## src/rtl/cpu_pkg.sv

```systemverilog
// Shared CPU constants and the return-stack operation encoding.
package cpu_pkg;

  localparam int unsigned PC_W         = 10;
  localparam int unsigned RSTACK_DEPTH = 16;

  typedef enum logic [1:0] {
    SOP_NONE = 2'd0,
    SOP_PUSH = 2'd1,
    SOP_POP  = 2'd2,
    SOP_REPL = 2'd3
  } stack_op_t;

  // Collapses the control-unit strobes into one stack operation.
  function automatic stack_op_t decode_op(input logic wesp, input logic push, input logic pop);
    if (!wesp) return SOP_NONE;
    unique case ({push, pop})
      2'b10:   return SOP_PUSH;
      2'b01:   return SOP_POP;
      2'b11:   return SOP_REPL;
      default: return SOP_NONE;
    endcase
  endfunction

endpackage

```

## src/rtl/return_stack_ram.sv

```systemverilog
// Return-stack storage: one synchronous write port, one asynchronous read port.
module stack_ram #(
  parameter int unsigned AW    = 10,
  parameter int unsigned DEPTH = 16,
  localparam int unsigned IW   = $clog2(DEPTH)
) (
  input  logic          clk,
  input  logic          we,
  input  logic [IW-1:0] waddr,
  input  logic [AW-1:0] wdata,
  input  logic [IW-1:0] raddr,
  output logic [AW-1:0] rdata
);

  logic [AW-1:0] mem [DEPTH];

  always_ff @(posedge clk) begin
    if (we) mem[waddr] <= wdata;
  end

  assign rdata = mem[raddr];

endmodule

```

## src/rtl/return_stack.sv

```systemverilog
// Hardware LIFO of return addresses; top entry is presented combinationally for single-cycle ret.
module return_stack
  import cpu_pkg::*;
#(
  parameter int unsigned AW    = PC_W,
  parameter int unsigned DEPTH = RSTACK_DEPTH,
  localparam int unsigned CW   = $clog2(DEPTH) + 1
) (
  input  logic          clk,
  input  logic          reset,
  input  logic          wesp,
  input  logic          push,
  input  logic          pop,
  input  logic [AW-1:0] ret_addr_in,
  output logic [AW-1:0] top_out,
  output logic [CW-1:0] count,
  output logic          empty,
  output logic          full,
  output logic          overflow,
  output logic          underflow
);

  localparam int unsigned IW = CW - 1;

  logic [CW-1:0] sp;
  logic [CW-1:0] sp_m1;
  logic [CW-1:0] sp_next;
  logic [IW-1:0] waddr;
  logic [AW-1:0] rd_data;
  logic          we;
  logic          ovf_set;
  logic          unf_set;
  stack_op_t     op;

  assign op    = decode_op(wesp, push, pop);
  assign sp_m1 = sp - CW'(1);
  assign count = sp;
  assign empty = (sp == '0);
  assign full  = (sp == CW'(DEPTH));

  always_comb begin
    we      = 1'b0;
    waddr   = sp[IW-1:0];
    sp_next = sp;
    ovf_set = 1'b0;
    unf_set = 1'b0;
    unique case (op)
      SOP_PUSH: begin
        if (full) begin
          ovf_set = 1'b1;
        end else begin
          we      = 1'b1;
          sp_next = sp + CW'(1);
        end
      end
      SOP_POP: begin
        if (empty) unf_set = 1'b1;
        else       sp_next = sp_m1;
      end
      SOP_REPL: begin
        // Replace on an empty stack degenerates to a plain push.
        we = 1'b1;
        if (empty) sp_next = sp + CW'(1);
        else       waddr   = sp_m1[IW-1:0];
      end
      default: ;
    endcase
  end

  always_ff @(posedge clk) begin
    if (!reset) begin
      sp        <= '0;
      overflow  <= 1'b0;
      underflow <= 1'b0;
    end else begin
      sp <= sp_next;
      if (ovf_set) overflow  <= 1'b1;
      if (unf_set) underflow <= 1'b1;
    end
  end

  // Write is gated by reset so an operation coinciding with reset is dropped entirely.
  stack_ram #(
    .AW    (AW),
    .DEPTH (DEPTH)
  ) u_ram (
    .clk   (clk),
    .we    (we && reset),
    .waddr (waddr),
    .wdata (ret_addr_in),
    .raddr (sp_m1[IW-1:0]),
    .rdata (rd_data)
  );

  assign top_out = empty ? '0 : rd_data;

endmodule

```

## config.mk

```make
export PLATFORM = sky130hd
export DESIGN_NAME = return_stack
export DESIGN_NICKNAME = d
export VERILOG_FILES = /design/src/rtl/cpu_pkg.sv /design/src/rtl/return_stack_ram.sv /design/src/rtl/return_stack.sv
export SDC_FILE = /design/constraint.sdc
export NUM_CORES = 1
export LEC_CHECK = 0
export CORE_AREA = 2 2 134 136
export DETAILED_ROUTE_END_ITERATION = 12
export DIE_AREA = 0 0 136 138
export GPL_TIMING_DRIVEN = 0
export PLACE_DENSITY_LB_ADDON = 0.3
export SLEW_MARGIN = 15
export SYNTH_ARGS = -nofsm -noshare
export SYNTH_HDL_FRONTEND = slang
export SYNTH_SLANG_ARGS = --single-unit
```

## constraint.sdc

```tcl
create_clock -name clk -period 3.2 [get_ports clk]
set_input_delay 0.48 -clock clk [delete_from_list [all_inputs] [get_ports clk]]
set_output_delay 0.48 -clock clk [all_outputs]
set_load 0.01 [all_outputs]
```

**Yosys cells after proc, flatten, opt, wreduce, memory -nomap -nowiden**

Memories as Yosys holds them, arrays and structs flattened.
Cells that the tools add are included.

- Register bits after elaboration: 7
- Memories kept: 1
- RAM bits: 160
- Output and inout port bits: 19
- Word-level logic and storage cells: 37
- Input port bits: 15

- Reductions and logical operators: 4
- Multiplexer cells: 17
- Add/subtract/negate cells: 2
- Equality and inequality tests: 10

Memory list:

| memory | words | width | rd ports | clocked after memory_dff | write ports | RTL line | text |
|---|---|---|---|---|---|---|---|
| u_ram.mem | 16 | 10 | 1 | 0 | 1 | return_stack_ram.sv:15 | `logic [AW-1:0] mem [DEPTH];` |

Operator list:

| kind | number |
|---|---|
| 5-bit two-way mux | 3 |
| 5-bit one-hot mux with 3 select lines | 1 |
| 10-bit two-way mux | 1 |
| 2-bit equality test, second input constant | 4 |
| 4-bit two-way mux | 2 |
| 1-bit two-way mux | 7 |
| 2-bit inequality test, second input constant | 3 |
| 2-bit one-hot mux with 3 select lines | 1 |
| 5-bit by 1-bit adder with 5-bit output, second input constant | 1 |
| 5-bit equality test, second input constant | 1 |
| 5-bit logical NOT | 1 |
| 5-bit by 1-bit subtractor with 5-bit output, second input constant | 1 |
| 2-bit by 1-bit equality test with 1-bit output, second input constant | 2 |
| 4-bit AND reduction | 1 |
| 3-bit nonzero test | 1 |
| 2-bit two-way mux | 1 |
| 1-bit one-hot mux with 2 select lines | 1 |
| 1-bit logical AND | 1 |

**Depth between registers and ports, before layout**

- Word-level depth: 8
- Mapped depth: 12
- Depth with buffers taken out: 7

**Cells and area by module**

Synthesis repeated with hierarchy kept, for this count alone.

- Cells, all modules: 348
- Area, all modules: 6,804.0 µm²

By module, submodules not included:

| module | seq. area each (µm²) | area each (µm²) | cells each | instances |
|---|---|---|---|---|
| stack_ram | 4,804.6 | 6,153.4 | 269 | 1 |
| return_stack | 140.1 | 650.6 | 79 | 1 |

**Worst setup path before layout**

Ideal clock, no wire load.

- Path type: register -> register
- From: register sp[0] (netlist: count[0])
- To: memory u_ram.mem[10][0] (enable)
- Period minus slack after synthesis: 3,527 ps
- Arrival time: 3,137 ps
- Setup time: 390 ps
- Data required time: 2,810 ps
- Path buffers: 5
- Slack: -327 ps
- Cell stages (with the launch flop): 13
- Path through: dfxtp_1 > clkbuf_1 > buf_2 > buf_2 > inv_1 > ha_1 > or4b_4 > buf_6 > clkinv_4 > nor3_2 > or3b_1 > buf_2 > nor3_1

- Elaborated cells between the ends (all ways): 10
- Those cells by class: add/sub (1); eq/ne (1); mux (6); reduce/logical (2)

RTL lines:

| item | RTL line | text |
|---|---|---|
| from (decl) | return_stack.sv:25 | `logic [CW-1:0] sp;` |
| from (signal assigned) | return_stack.sv:76 | `sp <= sp_next;` |
| 5-bit logical NOT | return_stack.sv:38 | `assign empty = (sp == '0);` |
| net empty | return_stack.sv:17 | `output logic empty,` |
| 4-bit two-way mux | return_stack.sv:63 | `if (empty) sp_next = sp + CW'(1);` |
| 4-bit two-way mux | return_stack.sv:47 | `unique case (op)` |
| to (decl) | return_stack_ram.sv:15 |  |

The timed path passes the listed nets, and every way through them passes these cells.

**Worst setup path in the final report**

- From: register sp[0] (netlist: count[0])
- To: output port top_out[4]

- Word-level cells in the longest chain between the ends: 3
- Elaborated cells between the ends (all ways): 4
- Those cells by class: add/sub (1); mux (1); reduce/logical (1); memory (1)

RTL lines:

| item | RTL line | text |
|---|---|---|
| 5-bit by 1-bit subtractor with 5-bit output | return_stack.sv:36 | `assign sp_m1 = sp - CW'(1);` |
| memory 16 x 10 bit | n/a |  |
| 10-bit two-way mux * | return_stack.sv:95 | `assign top_out = empty ? '0 : rd_data;` |
| to (decl) | return_stack.sv:15 | `output logic [AW-1:0] top_out,` |

Every way passes the cells marked *; elsewhere a longest branch is shown, timed or not.

==> impl_metrics.json <==
{
  "synth_fp_nets": 368,
  "drtAntennaViolNets": 0,
  "cp_max_fo": 11,
  "die_w_um": 136,
  "ios": 34,
  "fmax_mhz": 323.8,
  "worst_pin_slew_ps": 1002,
  "grt_overflow": 0,
  "peakVddDrop_mv": 0.4916,
  "cts_tree": "yes",
  "dieHeight_um": 138,
  "power_density_nw_per_um2": 662.2,
  "fin_area_um2": 8471,
  "mostFrequentLayoutCells": "160 x edfxtp_1, 40 x mux4_2, 23 x clkdlybuf4s50_1",
  "drt_iter0_drc": 506,
  "outcome": "finished, final reports clean",
  "power.leakage_nw": 2.736,
  "yosysUniqueCellTypes": 47,
  "drt-vias-per-instance": 5.483,
  "drive_gt1_share_pct": 32.41,
  "synth_edf_count": 160,
  "post-route-drc-count": 0,
  "power.switching_w": 0.001486,
  "crit_required_ps": 2720,
  "grt_pass1_wl_mm": 22.47,
  "drv_slew": 0,
  "vias": 3624,
  "maxCapViolCount": 0,
  "p_total_w": 0.005610,
  "end_kind": "output pin",
  "period_minus_slack_ps": 3088,
  "skew_ps": 6.769,
  "dr.pass1.iters": 4,
  "grt_max_degree": 17,
  "rows": 49,
  "ys_seq_elements": 167,
  "cp_slowest_stage_delay_ps": 390,
  "crit_chain": "buf_6 -> inv_2 -> ha_4 -> clkbuf_16 -> mux4_2 -> mux2i_1 -> o22ai_2 -> dlygate4sd2_1",
  "fin_tns_setup_ps": 0,
  "critPathLaunchType": "flop",
  "setup_viol": 0,
  "finalCritPeriodShare_pct": 96.51,
  "gp_congestion": 0.8074,
  "clkTransAtPathRegs_ps": 60,
  "grt_pass1_vias": 3650,
  "htreeDepth": 4,
  "numCtsBuffers": 17,
  "nNetsFinal": 437,
  "power_frac_comb_pct": 23.5,
  "crit_arrival_ps": 2610,
  "port_buffers": 33,
  "relSlewSlack_pct": 32.92,
  "pwr-share-seq_pct": 43.4,
  "worstSkewPairLatency_ps": 420,
  "cts.path.max_buffers": 2,
  "avgRoutedWirePerCell_um": 22.29,
  "hold_violations": 0,
  "core_area_um2": 17530,
  "seq_area_frac_synth_pct": 72.49,
  "synth-main-ff-cell": "edfxtp_1",
  "path_delay_family": "buffers and inverters",
  "syn_inst": 350,
  "clockPowerShare_pct": 33.0,
  "hpwlAfterDp_mm": 9.593,
  "start_util_pct": 38.90,
  "path_buf_inv": 4,
  "rsz0062_at_grt": "false",
  "p_int_w": 0.004123,
  "crit_slowest_cell": "dfxtp_4",
  "grtUsageTotal_pct": 16.80,
  "antenna_found_initial": 0,
  "netlist_area_um2": 6822,
  "area_delta_synth_final_pct": 24.17,
  "ys.warnings.count": 0,
  "hp-class": "reg2reg",
  "place_area_um2": 7575,
  "die_area_um2": 18770,
  "cts_root_buffer": "clkbuf_16",
  "diodes": 0,
  "final_common_cell": "edfxtp_1",
  "critPathKind": "reg2out",
  "avgSynthCellArea_um2": 19.49,
  "totalWireLength_mm": 14.73,
  "async_flop_share_pct": 0,
  "swShare_pct": 26.49,
  "clkSinkCount": 167
}
[final cells by class]
type                    count  area (um2)
fillers                  1480        9064
flip-flops and latches    167        4950
multi-input cells         160        2006
repair buffers             53       488.0
clock buffers              19       432.9
well taps                 229       286.5
plain buffers              15       180.2
clock inverters            13       103.9
inverters                   5       23.77
[repair_timing]
item	CTS	global route
pin swaps	6	2
setup buffers	13	3
endpoints found under the setup margin	173	49
hold buffers	0	0
endpoints found under the hold margin	0	0
resized for setup	58	4
[synth_stat cells (3+ instances only)]
cell	number	share of area [%]
edfxtp_1	160	70
mux4_2	40	13
mux2i_1	24	3.5
nor3_1	17	1.2
o22ai_1	10	0.92
nand2_1	9	0.50
clkbuf_1	8	0.44
buf_2	7	0.51
dfxtp_1	7	2.1
nor2_1	5	0.28
a21oi_1	4	0.29
inv_1	4	0.22
nand2b_1	4	0.37
a31oi_1	3	0.28
and3_1	3	0.28
ha_1	3	0.55
nand3_1	3	0.22
o21a_1	3	0.33
[layer usage]
layer,routed length (um),global-route usage [%]
met1,6297,22.65
met2,7492,26.79
met3,621,3.557
met4,322,6.634
met5,0,0
[state kept, by name (all words and copies together) (netlist names)]
signal     cells
underflow      1
u_ram.mem    160
overflow       1
count          5
[stage by stage]
stage | setup slack, ps | hold slack, ps | cells | utilization, %
after CTS | -31.51 | 467.5 | 659 | 48.12
after floorplan | -262.6 | 509.1 | 350 | -
after detailed placement | -1473 | 453.6 | 616 | 43.20
final | 111.8 | 465.4 | 661 | 48.31
after global routing | 29.84 | 489.1 | 661 | 48.31
after global placement | -1715 | 447.7 | 612 | 42.87
[kinds of logic (layout without fill, tap and decap cells)]
family / Yosys count / count (layout) / synth area share, %
compound gates: 30 / 30 / 2.953
xor+xnor: 3 / 3 / 0.3853
fa+ha+maj: 3 / 3 / 0.5503
buf+inv: 23 / 105 / 1.742
flops: 167 / 167 / 72.49
mux: 66 / 66 / 17.11
simple gates: 58 / 58 / 4.769
[final timing paths]
| kind | start | end | slack [ps] | cells past startpoint |
|---|---|---|---|---|
| hold reg to reg | overflow | overflow | 470 | 1 |
| setup / recovery | count[0] | top_out[4] | 110 | 8 |
| setup reg to reg | count[0] | u_ram.mem[1][3] | 160 | 10 |
| hold / removal | overflow | overflow | 470 | 1 |
[power groups by stage]
| stage | sequential [W] | combinational [W] | clock [W] |
|---|---|---|---|
| finish | 0.00244 | 0.00132 | 0.00185 |
| global route | 0.00244 | 0.00140 | 0.00197 |
| CTS | 0.00244 | 0.00131 | 0.00189 |
| detailed placement | 0.00248 | 0.00114 | 0 |
| global placement | 0.00248 | 0.00113 | 0 |
| floorplan | 0.00248 | 0.000716 | 0 |
Power figures use the tool's default switching activity.
